### config.mk
export PLATFORM = sky130hd
export DESIGN_NAME = pattern_loader_flat
export DESIGN_NICKNAME = d
export VERILOG_FILES = /design/src/rtl/pattern_pkg.sv /design/src/rtl/pattern_loader_if.sv /design/src/rtl/pattern_loader.sv /design/src/flat_wrapper.sv
export SDC_FILE = /design/constraint.sdc
export NUM_CORES = 1
export LEC_CHECK = 0
export ABC_AREA = 1
export CELL_PAD_IN_SITES_DETAIL_PLACEMENT = 0
export CELL_PAD_IN_SITES_GLOBAL_PLACEMENT = 1
export CORE_UTILIZATION = 42
export CTS_CLUSTER_DIAMETER = 120
export DETAILED_ROUTE_END_ITERATION = 8
export PLACE_DENSITY = 0.92
export SLEW_MARGIN = 30
export SYNTH_ARGS = -nofsm -noshare
export SYNTH_HDL_FRONTEND = slang
export SYNTH_SLANG_ARGS = --single-unit
### constraint.sdc
create_clock -name i_clk -period 4.2 [get_ports i_clk]
set_clock_uncertainty 0.15 [all_clocks]
set_input_delay 1.26 -clock i_clk [delete_from_list [all_inputs] [get_ports i_clk]]
set_output_delay 1.26 -clock i_clk [all_outputs]
set_load 0.05 [all_outputs]
### src/rtl/pattern_pkg.sv
// pattern_pkg: definitions shared by the pattern RAM writer (pattern_loader)
// and the note sequencer that reads the same RAM.
//   state_e          - loader frame-parser states (CSUM exists only when
//                      PATTERN_LOADER_CHECKSUM_EN is defined)
//   SYNC_BYTE_DEFAULT - default frame start marker
//   NOTE/LEN/INSTR   - note word field positions; bit 15 is reserved (zero)
//   note_word()      - packs the three fields into a 16-bit note word
package pattern_pkg;

  localparam logic [7:0] SYNC_BYTE_DEFAULT = 8'hA5;

  localparam int unsigned NOTE_LSB  = 0;
  localparam int unsigned NOTE_W    = 6;
  localparam int unsigned LEN_LSB   = 6;
  localparam int unsigned LEN_W     = 5;
  localparam int unsigned INSTR_LSB = 11;
  localparam int unsigned INSTR_W   = 4;

  typedef enum logic [2:0] {
    ST_IDLE,
    ST_COUNT,
    ST_LO,
    ST_HI,
    ST_WRITE
`ifdef PATTERN_LOADER_CHECKSUM_EN
    , ST_CSUM
`endif
  } state_e;

  function automatic logic [15:0] note_word(input logic [3:0] instr,
                                            input logic [4:0] len,
                                            input logic [5:0] note);
    logic [15:0] w;
    w = '0;
    w[NOTE_LSB  +: NOTE_W]  = note;
    w[LEN_LSB   +: LEN_W]   = len;
    w[INSTR_LSB +: INSTR_W] = instr;
    return w;
  endfunction

endpackage

### src/rtl/pattern_loader_if.sv
// pattern_loader_if: byte-stream input and pattern RAM write port of the
// pattern loader.
//   i_byte / i_byte_valid / o_byte_ready - host byte stream handshake
//   o_wr_en / o_wr_addr / o_wr_data       - single RAM write port
// Modports: slave = loader side, master = host/RAM side.
interface pattern_loader_if #(
  parameter int ADDR_WIDTH = 5
) ();

  logic [7:0]            i_byte;
  logic                  i_byte_valid;
  logic                  o_byte_ready;
  logic                  o_wr_en;
  logic [ADDR_WIDTH-1:0] o_wr_addr;
  logic [15:0]           o_wr_data;

  modport slave (
    input  i_byte, i_byte_valid,
    output o_byte_ready, o_wr_en, o_wr_addr, o_wr_data
  );

  modport master (
    output i_byte, i_byte_valid,
    input  o_byte_ready, o_wr_en, o_wr_addr, o_wr_data
  );

endinterface

### src/rtl/pattern_loader.sv
// pattern_loader: parses framed byte stream (SYNC, COUNT, N x {lo,hi}
// [, CSUM]) and writes 16-bit note words into the pattern RAM. On success
// publishes the new loop length and pulses o_done; aborted frames pulse
// o_error (words already written stay written).
// Ports:
//   i_clk, i_rst  - clock, asynchronous active-high reset
//   bus (slave)   - byte stream handshake and RAM write port
//   o_loop_len    - last valid pattern index for the sequencer
//   o_busy        - frame in progress
//   o_done        - one-cycle pulse on successful frame
//   o_error       - one-cycle pulse on aborted frame
// Build option: PATTERN_LOADER_CHECKSUM_EN adds a trailing XOR checksum byte
// (XOR of COUNT and every data byte) that must match for the frame to land.
module pattern_loader
  import pattern_pkg::*;
#(
  parameter int          ADDR_WIDTH  = 5,
  parameter logic [7:0]  SYNC_BYTE   = SYNC_BYTE_DEFAULT,
  parameter int unsigned DEFAULT_LEN = 15
) (
  input  logic                  i_clk,
  input  logic                  i_rst,
  pattern_loader_if.slave       bus,
  output logic [ADDR_WIDTH-1:0] o_loop_len,
  output logic                  o_busy,
  output logic                  o_done,
  output logic                  o_error
);

  state_e                state;
  logic                  ready_q;
  logic                  wr_en_q;
  logic [ADDR_WIDTH-1:0] wr_addr_q;
  logic [15:0]           wr_data_q;
  logic [ADDR_WIDTH-1:0] cnt;
  logic [ADDR_WIDTH-1:0] idx;
  logic [7:0]            lo;
`ifdef PATTERN_LOADER_CHECKSUM_EN
  logic [7:0]            csum;
`endif
  logic                  accept;

  assign accept           = bus.i_byte_valid & ready_q;
  assign bus.o_byte_ready = ready_q;
  assign bus.o_wr_en      = wr_en_q;
  assign bus.o_wr_addr    = wr_addr_q;
  assign bus.o_wr_data    = wr_data_q;
  assign o_busy           = (state != ST_IDLE);

  // Write address/data are loaded together with the HI byte so the strobe
  // in the WRITE cycle sees stable registered values; ready is pre-cleared
  // on entry to WRITE so it is low for exactly the stall cycle.
  always_ff @(posedge i_clk or posedge i_rst) begin
    if (i_rst) begin
      state      <= ST_IDLE;
      ready_q    <= 1'b0;
      wr_en_q    <= 1'b0;
      wr_addr_q  <= '0;
      wr_data_q  <= '0;
      o_loop_len <= ADDR_WIDTH'(DEFAULT_LEN);
      o_done     <= 1'b0;
      o_error    <= 1'b0;
      cnt        <= '0;
      idx        <= '0;
      lo         <= '0;
`ifdef PATTERN_LOADER_CHECKSUM_EN
      csum       <= '0;
`endif
    end else begin
      ready_q <= 1'b1;
      wr_en_q <= 1'b0;
      o_done  <= 1'b0;
      o_error <= 1'b0;
      unique case (state)
        ST_IDLE: begin
          if (accept && bus.i_byte == SYNC_BYTE) state <= ST_COUNT;
        end
        ST_COUNT: begin
          if (accept) begin
            if ((bus.i_byte >> ADDR_WIDTH) != 8'd0) begin
              o_error <= 1'b1;
              state   <= ST_IDLE;
            end else begin
              cnt   <= bus.i_byte[ADDR_WIDTH-1:0];
              idx   <= '0;
`ifdef PATTERN_LOADER_CHECKSUM_EN
              csum  <= bus.i_byte;
`endif
              state <= ST_LO;
            end
          end
        end
        ST_LO: begin
          if (accept) begin
            lo    <= bus.i_byte;
`ifdef PATTERN_LOADER_CHECKSUM_EN
            csum  <= csum ^ bus.i_byte;
`endif
            state <= ST_HI;
          end
        end
        ST_HI: begin
          if (accept) begin
            wr_data_q <= {bus.i_byte, lo};
            wr_addr_q <= idx;
            wr_en_q   <= 1'b1;
            ready_q   <= 1'b0;
`ifdef PATTERN_LOADER_CHECKSUM_EN
            csum      <= csum ^ bus.i_byte;
`endif
            state     <= ST_WRITE;
          end
        end
        ST_WRITE: begin
          if (idx == cnt) begin
`ifdef PATTERN_LOADER_CHECKSUM_EN
            state      <= ST_CSUM;
`else
            o_loop_len <= cnt;
            o_done     <= 1'b1;
            state      <= ST_IDLE;
`endif
          end else begin
            idx   <= idx + ADDR_WIDTH'(1);
            state <= ST_LO;
          end
        end
`ifdef PATTERN_LOADER_CHECKSUM_EN
        ST_CSUM: begin
          if (accept) begin
            if (bus.i_byte == csum) begin
              o_loop_len <= cnt;
              o_done     <= 1'b1;
            end else begin
              o_error    <= 1'b1;
            end
            state <= ST_IDLE;
          end
        end
`endif
        default: state <= ST_IDLE;
      endcase
    end
  end

endmodule

### src/flat_wrapper.sv
// flat-port wrapper written by rule: the top's interface ports become plain ports
module pattern_loader_flat import pattern_pkg::*;
#(
  parameter int          ADDR_WIDTH  = 5,
  parameter logic [7:0]  SYNC_BYTE   = SYNC_BYTE_DEFAULT,
  parameter int unsigned DEFAULT_LEN = 15
)
  (i_clk, i_rst, o_loop_len, o_busy, o_done, o_error, bus_i_byte, bus_i_byte_valid, bus_o_byte_ready, bus_o_wr_en, bus_o_wr_addr, bus_o_wr_data);
  pattern_loader_if #(.ADDR_WIDTH(ADDR_WIDTH)) bus_i ();
  input  logic i_clk;
  input  logic i_rst;
  output logic [ADDR_WIDTH-1:0] o_loop_len;
  output logic o_busy;
  output logic o_done;
  output logic o_error;
  input wire logic [$bits(bus_i.i_byte)-1:0] bus_i_byte;
  input wire logic [$bits(bus_i.i_byte_valid)-1:0] bus_i_byte_valid;
  output wire logic [$bits(bus_i.o_byte_ready)-1:0] bus_o_byte_ready;
  output wire logic [$bits(bus_i.o_wr_en)-1:0] bus_o_wr_en;
  output wire logic [$bits(bus_i.o_wr_addr)-1:0] bus_o_wr_addr;
  output wire logic [$bits(bus_i.o_wr_data)-1:0] bus_o_wr_data;
  assign bus_i.i_byte = bus_i_byte;
  assign bus_i.i_byte_valid = bus_i_byte_valid;
  assign bus_o_byte_ready = bus_i.o_byte_ready;
  assign bus_o_wr_en = bus_i.o_wr_en;
  assign bus_o_wr_addr = bus_i.o_wr_addr;
  assign bus_o_wr_data = bus_i.o_wr_data;
  pattern_loader #(.ADDR_WIDTH(ADDR_WIDTH), .SYNC_BYTE(SYNC_BYTE), .DEFAULT_LEN(DEFAULT_LEN)) u_core (.i_clk(i_clk), .i_rst(i_rst), .bus(bus_i), .o_loop_len(o_loop_len), .o_busy(o_busy), .o_done(o_done), .o_error(o_error));
endmodule
# == Word-level counts from Yosys, hierarchy flattened ==
# Cells that the tools add are included.
# totals
word_cells,57
register_bits,51
# op_classes
eq_ne,12
n_mux,20
n_addsub,1
n_reduce_logical,11
n_bitwise,2
# ops
cell,count
$mux 5,3
$pmux 3 s5,1
$mux 3,4
$pmux 5 s2,1
$mux 1,9
$eq 8x8->1 const B,1
$ne 2x1->1 const B,4
$reduce_and 4->1,2
$reduce_bool 8->1,1
$eq 3x2->1 const B,2
$reduce_and 2->1,3
$add 5x1->5 const B,1
$eq 5x5->1,1
$mux 2,2
$ne 2x2->1 const B,2
$eq 3x1->1 const B,1
$eq 3x3->1 const B,1
$logic_not 3->1,1
$reduce_and 3->1,1
$reduce_bool 3->1,1
$reduce_bool 2->1,1
$and 1x1->1,1
$logic_and 1x1->1,1
$not 1->1,1

# == Depth between registers and ports, before layout ==
# logic_depth
depth_word,4
mapped_depth,9
ltp_nobuf,9

# == Worst setup path before layout ==
# OpenSTA, ideal clock, no wires.
# synth_path
path_kind,flip-flop to output port
start,register u_core.state[0]
end,output port o_busy
t_arrival_ns,0.960
path_stages_with_launch,3
path_slack_ns,1.830
t_required_ns,2.790
path_cell_list,dfrtp_1 nor2_1 nand2_1
# synth_between
elab_chain_len,1
# synth_lines
element,line,rtl
"start, declared",pattern_loader.sv:30,state_e state;
"start signal, assigned",pattern_loader.sv:55,state <= ST_IDLE;
"start signal, assigned",pattern_loader.sv:76,if (accept && bus.i_byte == SYNC_BYTE) state <= ST_COUNT;
"start signal, assigned",pattern_loader.sv:82,state <= ST_IDLE;
$reduce_bool 3->1,pattern_loader.sv:48,assign o_busy = (state != ST_IDLE);
"end, declared",flat_wrapper.sv:13,output logic o_busy;
# No other way between the ends.

# == Worst setup path after layout ==
# Ends and elaborated chain as after synthesis.

==> metrics.txt <==
status=finished, final reports clean; Net Count, Synth=257; hold buffer count at cts=0; clk buf depth=2; Worst VDD drop=slightly above 400 µV; Final ANT Viol Nets=0; RD Place Congestion=slightly below 0.8; DR vias/cell=4.75; number of max-cap violations=0; die area=0.00578 mm²; CP Capture Type=output pin; DR vias=1707; first-pass GRT wire length=between 7000 and 8000 µm; antenna fix cells=0; postcts setup bufs=0; CP Data Arrival Time=1790 ps; YS warnings=0; RSZ-0062 raised after global routing=no; FMAX=0.312 GHz; port bufs=41; Mean Syn Cell Area=~9.4 µm²; Slew Limit Fails=0; final setup violation count=0; TritonCTS buffer count=5; worst skew pair latency=310 ps; CTS root buffer=clkbuf_8; H-tree depth=2; Die W=between 70 and 80 µm; Final HPWL DP=3140 µm; CP max FO=4; gr ovfl total=0; num ports=42; Clock Pin Slew Worst Setup and Hold Paths=about 90 ps; initial antenna violation count=0; # clock sinks=51; distinct cell type count after synthesis=27; TNS Setup=0 ps; Seq. cell area=0.00128 mm²; CTS tree=yes; final hold vios=0; minimum clock period=between 3000 and 4000 ps; P&R area growth vs syn=23.0%; leakage power=1.37 nW; Nets=300; Iteration-0 DRC Markers=85; CP Launch Type=flip-flop; HP Class=reg -> reg; Die Y=76.1 µm; Final Cycle Share=76.2%; # resized after CTS=0; GRT Total Usage=approximately 17%; largest net degree at the start of global routing=52; R2R setup slack=2450 ps; Std-Cell Rows=26; DRT Pass-1 Iters=4; WHS=332 ps; Crit Path Category=reg -> out; layout cell share with drive strength beyond 1=17.6%; Core Footprint=0.00520 mm²; cell count after synthesis=245; Post-Syn Area=0.00230 mm²; Routed WL=4410 µm; Slew @ Worst Pin=618 ps; sequential share of the synthesized area=55.6%; Tot Pwr=0.00180 W; worst path required time=2790 ps; DRC errors left=0; synthesized flop and latch total=51; worst relative slew slack=between 50% and 60%; Fillers=~500; vias in the first global route=1673; WL/cell=12.3 µm; initial core utilization=between 40% and 50%; area of the multi-input gates=878 µm²; power per cell area=between 600 and 700 mW/mm²
## worst paths after layout
path / startpoint / endpoint / cells past startpoint
worst max-delay path: u_core.state[0]$_DFFE_PP0P_ / o_busy / 3
worst min-delay path: u_core.lo[0]$_DFFE_PP0P_ / u_core.bus.o_wr_data[0]$_DFFE_PP0P_ / 2
worst max register to register: u_core.bus.o_byte_ready$_DFF_PP0_ / u_core.bus.o_wr_data[3]$_DFFE_PP0P_ / 6
worst min register to register: u_core.lo[0]$_DFFE_PP0P_ / u_core.bus.o_wr_data[0]$_DFFE_PP0P_ / 2
max in group asynchronous: i_rst / u_core.bus.o_wr_addr[3]$_DFFE_PP0P_ / 2
min in group asynchronous: i_rst / u_core.state[0]$_DFFE_PP0P_ / 2
## layout make-up
| class | instances | area share (%) |
|---|---|---|
| Tap cell | 70 | 3.09 |
| Clock buffer | 8 | 2.83 |
| Inverter | 25 | 3.40 |
| Multi-Input combinational cell | 164 | 31.0 |
| Sequential cell | 51 | 45.2 |
| Timing Repair Buffer | 41 | 14.5 |
## where the power goes
part	leakage [nW]	switching [W]	internal [W]
Combinational	0.663	0.000544	0.000265
Clock	0.0395	0.000153	0.000119
Sequential	0.663	0.0000906	0.000627
## registers in the layout (all words and copies together) (netlist names)
signal,cells
u_core.bus.o_wr_en,1
u_core.bus.o_wr_data,16
u_core.state,3
u_core.cnt,5
u_core.o_loop_len,5
u_core.lo,8
u_core.o_error,1
u_core.bus.o_byte_ready,1
u_core.idx,5
u_core.o_done,1
u_core.bus.o_wr_addr,5
## layer usage
layer	track usage [%]	wire, µm	up-vias
met5	0	0	-
met4	7.50	76	0
met3	3.83	186	5
met2	25.8	1950	37
met1	24.2	2190	812
li1	-	-	853
## cell usage in the layout, fill, tap and decap left out, types with 2 or more instances in the layout
cell,count
clkdlybuf4s50_1,41
nor3_1,3
xnor2_1,2
o21ai_1,3
nand2_1,86
o21ai_2,16
xor2_1,2
o21ai_0,10
nor2_4,4
clkbuf_8,5
nand2_2,7
nand3_1,10
inv_1,17
inv_2,6
nor2_2,3
clkbuf_1,3
dfstp_2,4
nor2_1,8
dfrtp_1,47
nand2_4,2
o211ai_1,2
## critical path: stages, from the launching register on
cell	delay, ps
dfrtp_1	430
nor2_1	260
nand2_1	80
clkdlybuf4s50_1	710
## cells in the mapped netlist
library cell | number | area [µm²]
xnor2_1 | 2 | 17.5
nor2_8 | 1 | 20.0
nand2_2 | 7 | 43.8
dfrtp_1 | 47 | 1180
nor3_1 | 3 | 15.0
a21oi_1 | 1 | 5.00
nand4_4 | 1 | 21.3
nor2_1 | 8 | 30.0
nand2_4 | 2 | 22.5
xor2_1 | 2 | 17.5
o21ai_2 | 16 | 140
nor2_4 | 4 | 45.0
buf_6 | 4 | 45.0
nand3_1 | 10 | 50.1
inv_1 | 18 | 67.6
nand2_1 | 86 | 323
dfstp_2 | 4 | 105
ha_1 | 1 | 12.5
o21ai_1 | 3 | 15.0
o211ai_1 | 2 | 15.0
nor2_2 | 3 | 18.8
o21ai_0 | 10 | 50.1
clkinv_1 | 1 | 3.75
buf_2 | 1 | 5.00
inv_2 | 6 | 22.5
nand4_1 | 1 | 6.26
nand3_2 | 1 | 10.0
## through the flow
step,std cells,setup WS [ps],util (%),cell area (µm²)
floorplan,245,1570,-,2300
global placement,351,1180,52.9,2750
detailed placement,351,1170,52.9,2750
CTS,359,981,54.4,2830
global route,359,915,54.4,2830
finish,359,999,54.4,2830
## logic make-up (layout without fill, tap and decap cells)
kind of cell / Yosys count / after routing / share of synthesized area (%)
fa+ha+maj: 1 / 1 / 0.543
xor+xnor: 4 / 4 / 1.52
simple gates: 127 / 127 / 26.3
buf+inv: 30 / 74 / 6.25
compound gates: 32 / 32 / 9.78
flops: 51 / 51 / 55.6
Note: power is estimated with default switching activity, not from simulation.
